## config.mk

```make
export PLATFORM = sky130hd
export DESIGN_NAME = match_sequencer
export DESIGN_NICKNAME = d
export VERILOG_FILES = /design/src/rtl/match_sequencer.sv
export SDC_FILE = /design/constraint.sdc
export NUM_CORES = 1
export LEC_CHECK = 0
export CORE_AREA = 2 2 96 98
export DETAILED_ROUTE_END_ITERATION = 8
export DIE_AREA = 0 0 98 100
export SETUP_SLACK_MARGIN = 0.05
export SLEW_MARGIN = 20
export SYNTH_ARGS = -nofsm -noshare
export SYNTH_HDL_FRONTEND = slang
export SYNTH_SLANG_ARGS = --single-unit
export TNS_END_PERCENT = 5
```

## constraint.sdc

```tcl
create_clock -name clk -period 4.43 [get_ports clk]
set_clock_uncertainty 0.2 [all_clocks]
set_input_delay 1.1075 -clock clk [delete_from_list [all_inputs] [get_ports clk]]
set_output_delay 1.1075 -clock clk [all_outputs]
set_load 0.05 [all_outputs]
```

## src/rtl/match_sequencer.sv

```systemverilog
// match_sequencer: toss/innings/break sequencing, over tracking and bowler rotation for the scoring datapath
module match_sequencer #(
  parameter int BALLS_PER_OVER = 6,
  parameter int MAX_OVERS = 20,
  parameter int NUM_BOWLERS = 5,
  parameter int MAX_OVERS_BOWLER = 4,
  parameter int BREAK_CYCLES = 16
) (
  input  logic       clk,
  input  logic       rst,
  input  logic       start,
  input  logic       toss_winner,
  input  logic       toss_choice,
  input  logic       delivery,
  input  logic       innings_over,
  input  logic       game_over,
  output logic       team,
  output logic       play,
  output logic [2:0] bowler_id,
  output logic [4:0] over_num,
  output logic [2:0] ball_in_over,
  output logic       innings_break,
  output logic       match_done,
  output logic       sched_err
);
  localparam int QW = $clog2(MAX_OVERS_BOWLER + 1);
  localparam int CW = $clog2(BREAK_CYCLES + 1);
  typedef enum logic [2:0] {IDLE, TOSS, INN1, BRK, INN2, DONE} state_t;
  state_t          state_q, state_d;
  logic            first_q, first_d, team_q, team_d, play_q, play_d;
  logic            brk_q, brk_d, done_q, done_d, err_q, err_d;
  logic [2:0]      bowler_q, bowler_d, ball_q, ball_d, nxt_id, cand;
  logic [4:0]      over_q, over_d;
  logic [CW-1:0]   cnt_q, cnt_d;
  logic [QW-1:0]   quota_q [NUM_BOWLERS];
  logic [QW-1:0]   quota_d [NUM_BOWLERS];
  logic            nxt_ok, in_inn, over_end, inn_end_overs, toss_team;
  always_comb begin
    nxt_ok = 1'b0;
    nxt_id = bowler_q;
    cand = '0;
    for (int k = NUM_BOWLERS - 1; k >= 1; k--) begin
      cand = 3'((int'(bowler_q) + k) % NUM_BOWLERS);
      if (quota_q[cand] < QW'(MAX_OVERS_BOWLER)) begin
        nxt_ok = 1'b1;
        nxt_id = cand;
      end
    end
  end
  assign in_inn = (state_q == INN1) || (state_q == INN2);
  assign over_end = in_inn && delivery && (ball_q == 3'(BALLS_PER_OVER - 1));
  assign inn_end_overs = over_end && (over_q == 5'(MAX_OVERS - 1));
  assign toss_team = toss_winner ^ ~toss_choice;
  always_comb begin
    state_d = state_q;
    first_d = first_q;
    team_d = team_q;
    play_d = in_inn && delivery;
    bowler_d = bowler_q;
    over_d = over_q;
    ball_d = (in_inn && delivery) ? (over_end ? 3'd0 : ball_q + 3'd1) : ball_q;
    brk_d = brk_q;
    done_d = done_q;
    err_d = err_q;
    cnt_d = cnt_q;
    quota_d = quota_q;
    // the closing over of a full innings needs no successor, so it must not raise sched_err
    if (over_end) begin
      over_d = over_q + 5'd1;
      quota_d[bowler_q] = quota_q[bowler_q] + QW'(1);
      bowler_d = (!inn_end_overs && nxt_ok) ? nxt_id : bowler_q;
      err_d = err_q | (!inn_end_overs && !nxt_ok);
    end
    case (state_q)
      IDLE: state_d = start ? TOSS : IDLE;
      TOSS: begin
        state_d = INN1;
        first_d = toss_team;
        team_d = toss_team;
        over_d = '0;
        ball_d = '0;
        bowler_d = '0;
        quota_d = '{default: '0};
      end
      INN1: begin
        state_d = game_over ? DONE : (innings_over || inn_end_overs) ? BRK : INN1;
        done_d = game_over;
        brk_d = !game_over && (innings_over || inn_end_overs);
        cnt_d = '0;
      end
      BRK: begin
        if (cnt_q == CW'(BREAK_CYCLES - 1)) begin
          state_d = INN2;
          brk_d = 1'b0;
          team_d = ~first_q;
          over_d = '0;
          ball_d = '0;
          bowler_d = '0;
          quota_d = '{default: '0};
        end else begin
          cnt_d = cnt_q + CW'(1);
        end
      end
      INN2: begin
        state_d = (game_over || innings_over || inn_end_overs) ? DONE : INN2;
        done_d = game_over || innings_over || inn_end_overs;
      end
      DONE: begin
        if (start) begin
          state_d = IDLE;
          done_d = 1'b0;
          team_d = 1'b0;
          over_d = '0;
          ball_d = '0;
          bowler_d = '0;
        end
      end
      default: state_d = IDLE;
    endcase
  end
  always_ff @(posedge clk) begin
    if (rst) begin
      state_q <= IDLE;
      first_q <= 1'b0;
      team_q <= 1'b0;
      play_q <= 1'b0;
      bowler_q <= '0;
      over_q <= '0;
      ball_q <= '0;
      brk_q <= 1'b0;
      done_q <= 1'b0;
      err_q <= 1'b0;
      cnt_q <= '0;
      quota_q <= '{default: '0};
    end else begin
      state_q <= state_d;
      first_q <= first_d;
      team_q <= team_d;
      play_q <= play_d;
      bowler_q <= bowler_d;
      over_q <= over_d;
      ball_q <= ball_d;
      brk_q <= brk_d;
      done_q <= done_d;
      err_q <= err_d;
      cnt_q <= cnt_d;
      quota_q <= quota_d;
    end
  end
  assign team = team_q;
  assign play = play_q;
  assign bowler_id = bowler_q;
  assign over_num = over_q;
  assign ball_in_over = ball_q;
  assign innings_break = brk_q;
  assign match_done = done_q;
  assign sched_err = err_q;
endmodule

```

==> impl_metrics.env <==
export IMPL_worst_slack_ns=0.413
export IMPL_post_cts_repair_setup_buffers=0
export IMPL_grt_max_degree=36
export IMPL_setup_tns_ns=0
export IMPL_crit_arrival_ns=4.00
export IMPL_r2r_start="bowler_id[1]"
export IMPL_final_nets=488
export IMPL_netlist_area_leader_share_pct=23.3
export IMPL_ant_nets=0
export IMPL_root_buffer="clkbuf_8"
export IMPL_grt_pass1_vias=2970
export IMPL_power_leakage_nw=1.51
export IMPL_path_max_fanout=9
export IMPL_timing_rr_end="bowler_id[2]"
export IMPL_synth_compound_area_share_pct=23.9
export IMPL_portBuffers=23
export IMPL_syn_nets=470
export IMPL_diodes=0
export IMPL_hold_path_depth=2
export IMPL_tightest_slew_ns=0.910
export IMPL_yosys_top_cells_area="dfxtp_1, ha_1, a21oi_1"
export IMPL_rsz0062_at_grt="no"
export IMPL_crit_required_ns=4.42
export IMPL_h_tree_depth=2
export IMPL_dieArea_mm2=0.00980
export IMPL_antenna_found_initial=0
export IMPL_synth_edf_count=0
export IMPL_synth_top_family_by_area="simple AND/OR/NAND/NOR gates"
export IMPL_drc_errors=0
export IMPL_vias=3183
export IMPL_place_ws_ns=0.340
export IMPL_viasPerCell=5.63
export IMPL_yosysSeqAreaShare_pct=23.3
export IMPL_cts_tree="yes"
export IMPL_wl_per_cell_um=14.9
export IMPL_synthAdderAreaFrac_pct=9.47
export IMPL_initial_utilization_pct=38.6
export IMPL_timing_final_max_slew_violations=0
export IMPL_crit_type="reg -> reg"
export IMPL_core_rowCount=35
export IMPL_synthTopCellsByCount="nand2_1, nor2_1, dfxtp_1"
export IMPL_place_congestion=0.850
export IMPL_dpl_instance_area_mm2=0.00379
export IMPL_slew_limit_headroom_pct=39.2
export IMPL_io_pins=24
export IMPL_cp_start_kind="flop"
export IMPL_hold_ws_ns=0.257
export IMPL_track_usage_pct=17.6
export IMPL_fin_area_mm2=0.00389
export IMPL_max_freq_mhz=249
export IMPL_grt_ovfl_total=0
export IMPL_maxCapViolCount=0
export IMPL_setup_violations=0
export IMPL_hold_path_endpoint="quota_q[0]"
export IMPL_grt_pass1_wl_um=14300
export IMPL_dpl_hpwl_um=6210
export IMPL_vdd_drop_max_mv=0.154
export IMPL_synth_largest_area_cell="dfxtp_1"
export IMPL_critPathCaptureType="flop"
export IMPL_async_flop_share_pct=0
export IMPL_ys_flop_type="dfxtp_1"
export IMPL_chipWidth_um=98
export IMPL_clock_latency_ns=0.30
export IMPL_p_per_area_mw_per_mm2=175
export IMPL_synthXorXnorAreaFrac_pct=4.81
export IMPL_ys_seq_elements=40
export IMPL_drt_wl_total_um=8440
export IMPL_crit_start="bowler_id[1]"
export IMPL_ff2ff_path_depth=16
export IMPL_hold_violations=0
export IMPL_coreArea_mm2=0.00889
export IMPL_clkSinkCount=40
export IMPL_dieHeight_um=100
export IMPL_area_growth_pct=13.4
export IMPL_syn_inst=436
export IMPL_clk_pin_slew_ns=0.08
export IMPL_period_needed_ns=4.02
export IMPL_ys_types=66
export IMPL_synth_area_mm2=0.00343
export IMPL_drt_iter0_markers=184
export IMPL_firstDrtPassIters=4
export IMPL_syn_area_per_cell_um2=7.88
export IMPL_period_share_pct=90.7
export IMPL_yosys_warnings=0
export IMPL_cts_buffer_depth=2
export IMPL_hp_class="reg -> reg"
export IMPL_muxShareOfSynthArea_pct=9.47
export IMPL_numCtsBuffers=5
export IMPL_drive_gt1_share_pct=11.7
export IMPL_outcome="finished, final reports clean"
export IMPL_reg2reg_slack_ns=0.41
export IMPL_synth_simple_area_share_pct=24.2
export IMPL_min_from="quota_q[0]"
## how the worst max path moves through the flow
| stage | end | slack (ns) | cells past startpoint |
|---|---|---|---|
| finish | bowler_id[2] | 0.41 | 16 |
| global route | bowler_id[0] | 0.13 | 16 |
| CTS | bowler_id[2] | 0.30 | 13 |
| detailed placement | bowler_id[2] | 0.34 | 13 |
| global placement | bowler_id[2] | 0.35 | 13 |
| floorplan | bowler_id[0] | 0.09 | 18 |
## critical path: stages (launching register included)
cell and delay, ns:
dfxtp_4 0.34, inv_1 0.10, ha_1 0.26, xnor2_1 0.30, inv_2 0.14, ha_1 0.21
inv_1 0.06, ha_1 0.22, nor2b_1 0.14, a21boi_1 0.23, a22o_1 0.27, mux2i_1 0.10
a211oi_1 0.33, o31ai_4 0.19, a2111oi_1 0.47, a21oi_1 0.10, a31o_1 0.23
## cells in the final DEF, fill, tap and decap left out, types with 6 or more instances in the layout
| master | Yosys | final |
|---|---|---|
| clkdlybuf4s50_1 | 0 | 23 |
| dfxtp_1 | 40 | 38 |
| nor2b_1 | 10 | 10 |
| xor2_1 | 6 | 6 |
| mux2i_1 | 19 | 19 |
| nand2b_1 | 12 | 12 |
| inv_1 | 14 | 14 |
| nor2_1 | 44 | 44 |
| xnor2_1 | 11 | 10 |
| o21ai_0 | 20 | 20 |
| nand2_1 | 44 | 44 |
| buf_4 | 0 | 10 |
| ha_1 | 26 | 26 |
| and3_1 | 7 | 7 |
| nor3_1 | 13 | 13 |
| nand3_1 | 16 | 16 |
| inv_2 | 6 | 6 |
| a21oi_1 | 38 | 38 |
## registers in the layout, indices dropped and copies added (netlist names), 3 cells and up
| register | count |
|---|---|
| over_num | 5 |
| quota_q | 15 |
| bowler_id | 3 |
| ball_in_over | 3 |
| cnt_q | 5 |
| state_q | 3 |
## cell families after synthesis
kind of cell,Yosys count
muxes,27
buffers and inverters,42
xor gates and xnor gates,18
and+or+nand+nor,171
AOI/OAI and AO/OA,112
adders and majority gates,26
DFF,40
## stage by stage
stage / util, % / cells / total power [mW]
3_3_place_gp: 42.7 / 558 / 0.454
4_1_cts: 43.6 / 565 / 0.693
6_report: 43.8 / 565 / 0.683
3_5_place_dp: 42.7 / 558 / 0.454
5_1_grt: 43.8 / 565 / 0.721
2_1_floorplan: - / 436 / 0.431
## what timing repair did
action / 4_1_cts / 5_1_grt
gates resized for setup: 0 / 3
endpoints found under the setup margin: 0 / 2
hold buffers: 0 / 0
## power by group
| group | internal, mW | switching [mW] | leakage (nW) |
|---|---|---|---|
| Combinational | 0.0277 | 0.0427 | 1.14 |
| Clock | 0.107 | 0.129 | 0.0443 |
| Sequential | 0.365 | 0.0111 | 0.324 |
| Total | 0.500 | 0.183 | 1.51 |
## layout make-up
type / count / area, um2
Clock buffer: 5 / 68.8
Clock inverter: 2 / 11.3
Fill cell: 921 / 4990
Inverter: 20 / 75.1
Multi-Input combinational cell: 354 / 2490
Sequential cell: 40 / 806
Tap cell: 111 / 139
Timing Repair Buffer: 33 / 305
## routing by layer
metal	track usage (%)	part of all wire (%)	up-vias
met1	23.3	48	1509
met3	2.44	3.9	11
met2	29.8	47	67
met5	0	0	-
li1	-	-	1596
met4	5.88	1.6	0
No activity file was read; power rests on OpenSTA's default activity.
